==> src/rtl/filter_driver_if.sv <==
// Host-side bundle between a producer, the filter_driver and the FIR filter:
// config request, sample stream in, and the filter's write/sample ports out.
interface filter_driver_if;
    logic        cfg_start;
    logic [63:0] cfg_param;
    logic        cfg_busy;
    logic        cfg_done;
    logic        s_valid;
    logic [7:0]  s_data;
    logic        s_ready;
    logic        w_en_n;
    logic [7:0]  p;
    logic [15:0] addr;
    logic        x_valid_n;
    logic [7:0]  x;

    modport master (
        input  cfg_start, cfg_param, s_valid, s_data,
        output cfg_busy, cfg_done, s_ready, w_en_n, p, addr, x_valid_n, x
    );

    modport slave (
        output cfg_start, cfg_param, s_valid, s_data,
        input  cfg_busy, cfg_done, s_ready, w_en_n, p, addr, x_valid_n, x
    );
endinterface

==> src/rtl/filter_driver.sv <==
// Serialises a 64-bit coefficient/mask word into eight filter byte writes and
// feeds buffered samples to the filter only while no configuration load runs.
module filter_driver #(
    parameter logic [15:0] BASE_ADDR = 16'h0000,
    parameter int          WR_GAP    = 1,
    parameter int          DEPTH     = 4
) (
    input  logic            clock,
    input  logic            rst_n,
    filter_driver_if.master bus
);
    localparam int AW = $clog2(DEPTH);
    localparam int GW = (WR_GAP > 1) ? $clog2(WR_GAP) : 1;
    localparam logic [GW-1:0] GAP_LAST  = (WR_GAP > 0) ? GW'(WR_GAP - 1) : '0;
    localparam logic [AW:0]   DEPTH_CNT = (AW + 1)'(DEPTH);

    typedef enum logic [1:0] {IDLE, WRITE, GAP} state_t;

    state_t         state_q, state_d;
    logic [2:0]     k_q, k_d;
    logic [GW-1:0]  gap_q, gap_d;
    logic [63:0]    shadow_q, shadow_d;
    logic           w_en_n_q, w_en_n_d;
    logic [7:0]     p_q, p_d;
    logic [15:0]    addr_q, addr_d;
    logic           busy_q, busy_d;
    logic           done_q, done_d;
    logic           x_valid_n_q, x_valid_n_d;
    logic [7:0]     x_q, x_d;
    logic [AW-1:0]  rd_ptr_q, rd_ptr_d;
    logic [AW-1:0]  wr_ptr_q, wr_ptr_d;
    logic [AW:0]    count_q, count_d;
    logic [7:0]     fifo_mem [DEPTH];

    logic           s_ready_w;
    logic           push;
    logic           pop;

    assign s_ready_w = rst_n && (count_q < DEPTH_CNT);
    assign push      = bus.s_valid && s_ready_w;
    // A start request in IDLE takes priority over issuing a sample that cycle.
    assign pop       = (state_q == IDLE) && !bus.cfg_start && (count_q != '0);

    always_comb begin
        state_d  = state_q;
        k_d      = k_q;
        gap_d    = gap_q;
        shadow_d = shadow_q;
        case (state_q)
            IDLE: begin
                if (bus.cfg_start) begin
                    shadow_d = bus.cfg_param;
                    k_d      = 3'd0;
                    state_d  = WRITE;
                end
            end
            WRITE: begin
                if (k_q == 3'd7) begin
                    state_d = IDLE;
                end else if (WR_GAP > 0) begin
                    gap_d   = GAP_LAST;
                    state_d = GAP;
                end else begin
                    k_d = k_q + 3'd1;
                end
            end
            GAP: begin
                if (gap_q == '0) begin
                    k_d     = k_q + 3'd1;
                    state_d = WRITE;
                end else begin
                    gap_d = gap_q - 1'b1;
                end
            end
            default: state_d = IDLE;
        endcase
    end

    // Outputs are registered, so they are derived from the upcoming state.
    always_comb begin
        w_en_n_d = (state_d != WRITE);
        p_d      = p_q;
        addr_d   = addr_q;
        if (state_d == WRITE) begin
            addr_d = BASE_ADDR + {13'd0, k_d};
            p_d    = shadow_d[{k_d, 3'b000} +: 8];
        end
        busy_d      = (state_d != IDLE);
        done_d      = (state_q == WRITE) && (k_q == 3'd7);
        x_valid_n_d = !pop;
        x_d         = pop ? fifo_mem[rd_ptr_q] : x_q;
    end

    always_comb begin
        rd_ptr_d = rd_ptr_q;
        wr_ptr_d = wr_ptr_q;
        count_d  = count_q;
        if (pop) begin
            rd_ptr_d = rd_ptr_q + 1'b1;
        end
        if (push) begin
            wr_ptr_d = wr_ptr_q + 1'b1;
        end
        if (push && !pop) begin
            count_d = count_q + 1'b1;
        end else if (pop && !push) begin
            count_d = count_q - 1'b1;
        end
    end

    always_ff @(posedge clock) begin
        if (!rst_n) begin
            state_q     <= IDLE;
            k_q         <= 3'd0;
            gap_q       <= '0;
            shadow_q    <= '0;
            w_en_n_q    <= 1'b1;
            p_q         <= 8'd0;
            addr_q      <= 16'd0;
            busy_q      <= 1'b0;
            done_q      <= 1'b0;
            x_valid_n_q <= 1'b1;
            x_q         <= 8'd0;
            rd_ptr_q    <= '0;
            wr_ptr_q    <= '0;
            count_q     <= '0;
        end else begin
            state_q     <= state_d;
            k_q         <= k_d;
            gap_q       <= gap_d;
            shadow_q    <= shadow_d;
            w_en_n_q    <= w_en_n_d;
            p_q         <= p_d;
            addr_q      <= addr_d;
            busy_q      <= busy_d;
            done_q      <= done_d;
            x_valid_n_q <= x_valid_n_d;
            x_q         <= x_d;
            rd_ptr_q    <= rd_ptr_d;
            wr_ptr_q    <= wr_ptr_d;
            count_q     <= count_d;
        end
    end

    // Sample storage is not reset; emptiness is tracked by the pointers/count.
    always_ff @(posedge clock) begin
        if (push) begin
            fifo_mem[wr_ptr_q] <= bus.s_data;
        end
    end

    assign bus.s_ready   = s_ready_w;
    assign bus.w_en_n    = w_en_n_q;
    assign bus.p         = p_q;
    assign bus.addr      = addr_q;
    assign bus.cfg_busy  = busy_q;
    assign bus.cfg_done  = done_q;
    assign bus.x_valid_n = x_valid_n_q;
    assign bus.x         = x_q;
endmodule

==> src/flat_wrapper.sv <==
// flat-port wrapper written by rule: the top's interface ports become plain ports
module filter_driver_flat 
#(
    parameter logic [15:0] BASE_ADDR = 16'h0000,
    parameter int          WR_GAP    = 1,
    parameter int          DEPTH     = 4
)
  (clock, rst_n, bus_cfg_start, bus_cfg_param, bus_s_valid, bus_s_data, bus_cfg_busy, bus_cfg_done, bus_s_ready, bus_w_en_n, bus_p, bus_addr, bus_x_valid_n, bus_x);
  filter_driver_if bus_i ();
  input  logic clock;
  input  logic rst_n;
  input wire logic [$bits(bus_i.cfg_start)-1:0] bus_cfg_start;
  input wire logic [$bits(bus_i.cfg_param)-1:0] bus_cfg_param;
  input wire logic [$bits(bus_i.s_valid)-1:0] bus_s_valid;
  input wire logic [$bits(bus_i.s_data)-1:0] bus_s_data;
  output wire logic [$bits(bus_i.cfg_busy)-1:0] bus_cfg_busy;
  output wire logic [$bits(bus_i.cfg_done)-1:0] bus_cfg_done;
  output wire logic [$bits(bus_i.s_ready)-1:0] bus_s_ready;
  output wire logic [$bits(bus_i.w_en_n)-1:0] bus_w_en_n;
  output wire logic [$bits(bus_i.p)-1:0] bus_p;
  output wire logic [$bits(bus_i.addr)-1:0] bus_addr;
  output wire logic [$bits(bus_i.x_valid_n)-1:0] bus_x_valid_n;
  output wire logic [$bits(bus_i.x)-1:0] bus_x;
  assign bus_i.cfg_start = bus_cfg_start;
  assign bus_i.cfg_param = bus_cfg_param;
  assign bus_i.s_valid = bus_s_valid;
  assign bus_i.s_data = bus_s_data;
  assign bus_cfg_busy = bus_i.cfg_busy;
  assign bus_cfg_done = bus_i.cfg_done;
  assign bus_s_ready = bus_i.s_ready;
  assign bus_w_en_n = bus_i.w_en_n;
  assign bus_p = bus_i.p;
  assign bus_addr = bus_i.addr;
  assign bus_x_valid_n = bus_i.x_valid_n;
  assign bus_x = bus_i.x;
  filter_driver #(.BASE_ADDR(BASE_ADDR), .WR_GAP(WR_GAP), .DEPTH(DEPTH)) u_core (.clock(clock), .rst_n(rst_n), .bus(bus_i));
endmodule
==> config.mk <==
export PLATFORM = sky130hd
export DESIGN_NAME = filter_driver_flat
export DESIGN_NICKNAME = d
export VERILOG_FILES = /design/src/rtl/filter_driver_if.sv /design/src/rtl/filter_driver.sv /design/src/flat_wrapper.sv
export SDC_FILE = /design/constraint.sdc
export NUM_CORES = 1
export LEC_CHECK = 0
export ABC_AREA = 1
export CAP_MARGIN = 5
export CORE_MARGIN = 3
export CORE_UTILIZATION = 47
export CTS_CLUSTER_DIAMETER = 120
export CTS_CLUSTER_SIZE = 24
export DETAILED_ROUTE_END_ITERATION = 8
export PLACE_DENSITY = 0.84
export SYNTH_ARGS = -nofsm -noshare
export SYNTH_HDL_FRONTEND = slang
export SYNTH_SLANG_ARGS = --single-unit
==> constraint.sdc <==
create_clock -name clock -period 2.1 [get_ports clock]
set_input_delay 0.42 -clock clock [delete_from_list [all_inputs] [get_ports clock]]
set_output_delay 0.42 -clock clock [all_outputs]
set_load 0.1 [all_outputs]
# After elaboration in Yosys (flattened, before gate mapping)
# Memory sizes are Yosys's and may differ from the RTL's. A register that Yosys moved wholly into a read port is not among the register bits.
# Cells that the tools add are included.
dict set report word_totals {
  register_bits 92
  ramBits 32
  input_bits 76
  output_inout_bits 37
  wordCells 61
  mem_count 1
}
dict set report classes {
  add_sub_neg 6
  n_lt_le_gt_ge 1
  eq_ne 6
  shifts 1
  muxes 16
  n_reduce_logical 17
}
# memory words word_bits read_ports rd_clocked_by_memory_dff wr line
set mem_list {}
lappend mem_list {u_core.fifo_mem 4 8 1 1 1 filter_driver.sv:33} ;# logic [7:0] fifo_mem [DEPTH];
# op n
set ops {}
lappend ops {{$mux W64} 2}
lappend ops {{$shiftx A64 B7 Y8} 1}
lappend ops {{$mux W3} 4}
lappend ops {{$logic_and A1 B1 Y1} 7}
lappend ops {{$add A3 B1 Y3 const B} 2}
lappend ops {{$mux W2} 3}
lappend ops {{$pmux W2 S3} 1}
lappend ops {{$pmux W3 S2} 1}
lappend ops {{$reduce_bool A2 Y1} 3}
lappend ops {{$add A2 B1 Y2 const B} 2}
lappend ops {{$eq A2 B1 Y1 const B} 2}
lappend ops {{$logic_not A1 Y1} 4}
lappend ops {{$mux W1} 4}
lappend ops {{$eq A3 B3 Y1 const B} 1}
lappend ops {{$lt A3 B3 Y1 const B} 1}
lappend ops {{$reduce_bool A3 Y1} 1}
lappend ops {{$sub A3 B1 Y3 const B} 1}
lappend ops {{$eq A2 B2 Y1 const B} 1}
lappend ops {{$logic_not A2 Y1} 1}
lappend ops {{$ne A2 B1 Y1 const B} 1}
lappend ops {{$ne A2 B2 Y1 const B} 1}
lappend ops {{$pmux W1 S2} 1}
lappend ops {{$reduce_and A2 Y1} 1}
lappend ops {{$sub A1 B1 Y1 const B} 1}

# Longest topological paths before layout
dict set report depth {
  ltp_word 7
  mapped_depth 13
}

# Worst setup path before layout
# OpenSTA, ideal clock, no wires.
dict set report synth_path {
  path_type {input to register}
  startpoint {input rst_n}
  endpoint {register u_core.count_q[2]}
  arrival_ns 3.276
  t_required_ns 1.972
  setup_slack_ns -1.304
  path_stages 11
  path_buffers 0
  cell_sequence {inv_1 -> nor2_1 -> nand2_1 -> inv_1 -> ha_1 -> inv_1 -> fa_1 -> a21oi_1 -> o21ai_0 -> xor2_1 -> nor2_1}
}
dict set report synth_between {
  elab_chain_cells 5
  elab_cells_between_ends 7
  cone_classes {mux (1); reduce/logical (6)}
}
# item line
set synth_rtl {}
lappend synth_rtl {{start: declaration} flat_wrapper.sv:11} ;# input logic rst_n;
lappend synth_rtl {{$logic_and A1 B1 Y1 *} filter_driver.sv:39} ;# assign s_ready_w = rst_n && (count_q < DEPTH_CNT);
lappend synth_rtl {{named net bus_s_ready} flat_wrapper.sv:18} ;# output wire logic [$bits(bus_i.s_ready)-1:0] bus_s_ready;
lappend synth_rtl {{$logic_and A1 B1 Y1 *} filter_driver.sv:40} ;# assign push = bus.s_valid && s_ready_w;
lappend synth_rtl {{named net u_core.push} filter_driver.sv:36} ;# logic push;
lappend synth_rtl {{$logic_not A1 Y1} filter_driver.sv:106} ;# end else if (pop && !push) begin
lappend synth_rtl {{$logic_and A1 B1 Y1} filter_driver.sv:106}
lappend synth_rtl {{$reduce_bool A2 Y1 (no line)} --}
lappend synth_rtl {{end signal: assignment} filter_driver.sv:141} ;# count_q <= count_d;
lappend synth_rtl {{end: declaration} filter_driver.sv:32} ;# logic [AW:0] count_q, count_d;
# Mark *: on every way through the listed nets, which the timed path passes. The rest lies on a longest branch.
# A chain may end at the register's enable or synchronous reset.

# Worst setup path after layout
dict set report layout_path {
  startpoint {register u_core.state_q[0]}
  endpoint {register u_core.count_q[1]}
}
dict set report layout_between {
  elab_chain_cells 6
  elab_cells_between_ends 8
  cone_classes {mux (1); reduce/logical (7)}
}
# item line
set layout_rtl {}
lappend layout_rtl {{start: declaration} filter_driver.sv:19} ;# state_t state_q, state_d;
lappend layout_rtl {{start signal: assignment} filter_driver.sv:128} ;# state_q <= state_d;
lappend layout_rtl {{$logic_not A2 Y1} filter_driver.sv:42} ;# assign pop = (state_q == IDLE) && !bus.cfg_start && (count_q != '0);
lappend layout_rtl {{$logic_and A1 B1 Y1 (2 in series)} filter_driver.sv:42}
lappend layout_rtl {{$logic_not A1 Y1} --}
lappend layout_rtl {{named net u_core.x_valid_n_d} filter_driver.sv:28} ;# logic x_valid_n_q, x_valid_n_d;
lappend layout_rtl {{$logic_and A1 B1 Y1} filter_driver.sv:104} ;# if (push && !pop) begin
lappend layout_rtl {{$mux W3} filter_driver.sv:104}
lappend layout_rtl {{named net u_core.count_d[1]} filter_driver.sv:32}
# The timed path passes the listed nets, and every way through them passes these cells.

==> impl_metrics.env <==
export IMPL_status="complete, no violations"
export IMPL_p_per_area_mw_per_mm2=1040
export IMPL_utilization_pct=63.0
export IMPL_syn_to_final_growth_pct=28.1
export IMPL_r2r_cells=9
export IMPL_regArea_mm2=0.00294
export IMPL_clk_path_buf_depth=2
export IMPL_path_cells="nor2_4 -> nand2_1 -> a31oi_4 -> inv_2 -> ha_1 -> inv_1 -> fa_2 -> o21ai_0 -> a21oi_1"
export IMPL_hold_viol=0
export IMPL_routedWlPerCell_um=13.6
export IMPL_post_dp_hpwl_um=9720
export IMPL_grt_max_degree=77
export IMPL_yosys_top_cells_count="nand2_1, dfxtp_1, nand3_1, nor2_1, inv_1"
export IMPL_grt_pass1_vias=4966
export IMPL_worstPathArrival_ps=2180
export IMPL_reg2reg_slack_ps=230
export IMPL_antenna_cells=0
export IMPL_cts_tree="built"
export IMPL_p_leak_uw=0.00348
export IMPL_vias=5323
export IMPL_numClockSinks=131
export IMPL_ys_ff_latch=131
export IMPL_netlist_area_mm2=0.00603
export IMPL_via_per_inst=5.01
export IMPL_worst_endpoint_required_ps=2410
export IMPL_yosysTopAreaCellShare_pct=32.9
export IMPL_core_mm2=0.0123
export IMPL_hp_start="u_core.shadow_q[33]"
export IMPL_start_kind="flip-flop"
export IMPL_grt_overflow_total=0
export IMPL_ir_worst_vdd_mv=1.06
export IMPL_cts_resized=0
export IMPL_post_cts_buffers=0
export IMPL_r2r_start="u_core.state_q[0]"
export IMPL_fp_row_count=40
export IMPL_skew_ps=10.0
export IMPL_num_io_pins=113
export IMPL_synth_warnings=0
export IMPL_fin_setup_tns_ps=0
export IMPL_whs_endpoint="u_core.shadow_q[33]"
export IMPL_final_instance_count_excl_fill=1063
export IMPL_drv_cap=0
export IMPL_critPathSlowestCell="fa_2"
export IMPL_drive_above_1_share_pct=10.6
export IMPL_setup_viol=0
export IMPL_min_path_cells=2
export IMPL_postCtsHoldBufs=0
export IMPL_ys_seq_area_share_pct=48.8
export IMPL_power_uw=8040
export IMPL_synth_flop_cell="dfxtp_1"
export IMPL_drc=0
export IMPL_place_gp_congestion=0.810
export IMPL_synth_edf_count=32
export IMPL_async_flop_share_pct=0
export IMPL_multiInputGateArea_mm2=0.00253
export IMPL_clk_pin_slew_ps=60
export IMPL_die_area_mm2=0.0142
export IMPL_tightest_slew_ps=801
export IMPL_yosys_top_cells_area="dfxtp_1, edfxtp_1, nand2_1, nand3_1, nor2_1"
export IMPL_fillers=983
export IMPL_rsz0062_at_grt="no"
export IMPL_critical_path_class="reg2reg"
export IMPL_max_slew_margin_rel_pct=46.6
export IMPL_max_freq_mhz=534
export IMPL_avgSynthCellArea_um2=7.68
export IMPL_gr_usage_all_layers_pct=20.3
export IMPL_grt_pass1_wl_um=23300
export IMPL_cts_root_buf="clkbuf_16"
export IMPL_htreeDepth=4
export IMPL_hold_class="reg2reg"
export IMPL_port_buffer_count=99
export IMPL_critPathMaxStageDelay_ps=430
export IMPL_yosysUniqueCellTypes=30
export IMPL_critical_path_peak_fanout=4
export IMPL_drtIter0Drc=369
export IMPL_min_period_ps=1870
export IMPL_yosysMostFrequentCell="nand2_1"
export IMPL_start_util_pct=49.2
export IMPL_crit_path_end_kind="flip-flop"
export IMPL_antenna_left=0
export IMPL_wl_um=14400
export IMPL_numCtsBuffers=17
export IMPL_worstReg2RegEnd="u_core.count_q[1]"
export IMPL_antenna_found_initial=0
export IMPL_clk_latency_ps=420
export IMPL_synth_top_area_cell="dfxtp_1"
export IMPL_syn_inst=785
export IMPL_die_w_um=119
export IMPL_maxSlewViolCount=0
export IMPL_drt_first_pass_iters=7
export IMPL_layout_nets=966
export IMPL_finalCritPeriodShare_pct=89.1
export IMPL_dp_cells=1031
export IMPL_die_h_um=119
-- worst max-delay path: cells and delay by family, from the launching register on --
family | cells | cell delay, ps
compound gates | 3 | 370
fa+ha+maj | 2 | 620
buf+inv | 2 | 150
flops | 1 | 350
simple gates | 2 | 280
-- metal layers --
metal  vias up  global-route usage (%)  part of all wire (%)
met2       183                    34.4                    49
met1      2425                    24.2                    42
li1       2690                       -                     -
met3        25                    6.03                   6.8
met4         0                    7.60                   2.2
met5         -                       0                     0
-- placed cells by master, fill, tap and decap left out, types with 4 or more instances in the layout --
| cell | n |
|---|---|
| nand2_1 | 236 |
| dfxtp_1 | 99 |
| nand3_1 | 82 |
| nor2_1 | 78 |
| clkdlybuf4s50_1 | 74 |
| inv_1 | 60 |
| buf_4 | 46 |
| a21oi_1 | 42 |
| nand3b_1 | 32 |
| edfxtp_1 | 32 |
| o21ai_0 | 28 |
| clkbuf_16 | 17 |
| conb_1 | 13 |
| a31oi_1 | 8 |
| ha_1 | 7 |
| bufinv_16 | 5 |
| inv_2 | 4 |
-- kinds of logic after synthesis --
group	after synthesis	synth area share [%]
flip-flops	131	48.8
adder cells (fa/ha/maj)	8	1.78
XOR/XNOR	2	0.291
AND/OR/NAND/NOR	437	31.5
AO/OA/AOI/OAI	82	7.35
buffers and inverters	124	10.2
other	1	0.0622
-- report_power, final --
group	internal (uW)	switching, uW	total (uW)	leakage [uW]
clock	2100	1090	3190	0.000302
sequential	2810	119	2930	0.00110
combinational	589	1330	1920	0.00207
total	5500	2540	8040	0.00348
-- sequential cells by signal, indices dropped and copies added (netlist names) --
signal	count
u_core.bus.x	8
u_core.count_q	3
u_core.bus.cfg_done	1
u_core.k_q	3
u_core.bus.addr	3
u_core.bus.w_en_n	1
u_core.fifo_mem	32
u_core.bus.cfg_busy	1
u_core.shadow_q	64
u_core.bus.p	8
u_core.state_q	2
u_core.bus.x_valid_n	1
u_core.rd_ptr_q	2
u_core.wr_ptr_q	2
-- metrics by stage --
step,instance area (um^2),hold slack [ps],setup WS [ps]
after floorplan,6090,446,-158
after global placement,7090,451,-156
after detailed placement,7090,461,-188
after CTS,7720,470,214
after global routing,7720,476,33.3
final,7720,468,228
-- cell type report --
cell class / instances / share of cell area (%)
Clock buffer: 18 / 5.56
Clock inverter: 14 / 2.69
Inverter: 66 / 3.24
Multi-Input combinational cell: 542 / 32.8
Sequential cell: 131 / 38.1
Tap cell: 168 / 2.72
Timing Repair Buffer: 124 / 14.9
-- worst max-delay path by stage --
stage	end	startpoint
after floorplan	u_core.count_q[2]	rst_n
after global placement	u_core.count_q[2]	rst_n
after CTS	u_core.bus.p[6]	u_core.state_q[0]
after global routing	u_core.count_q[2]	u_core.state_q[0]
after detailed placement	u_core.count_q[2]	rst_n
final	u_core.count_q[1]	u_core.state_q[0]
Power figures use the tool's default switching activity.
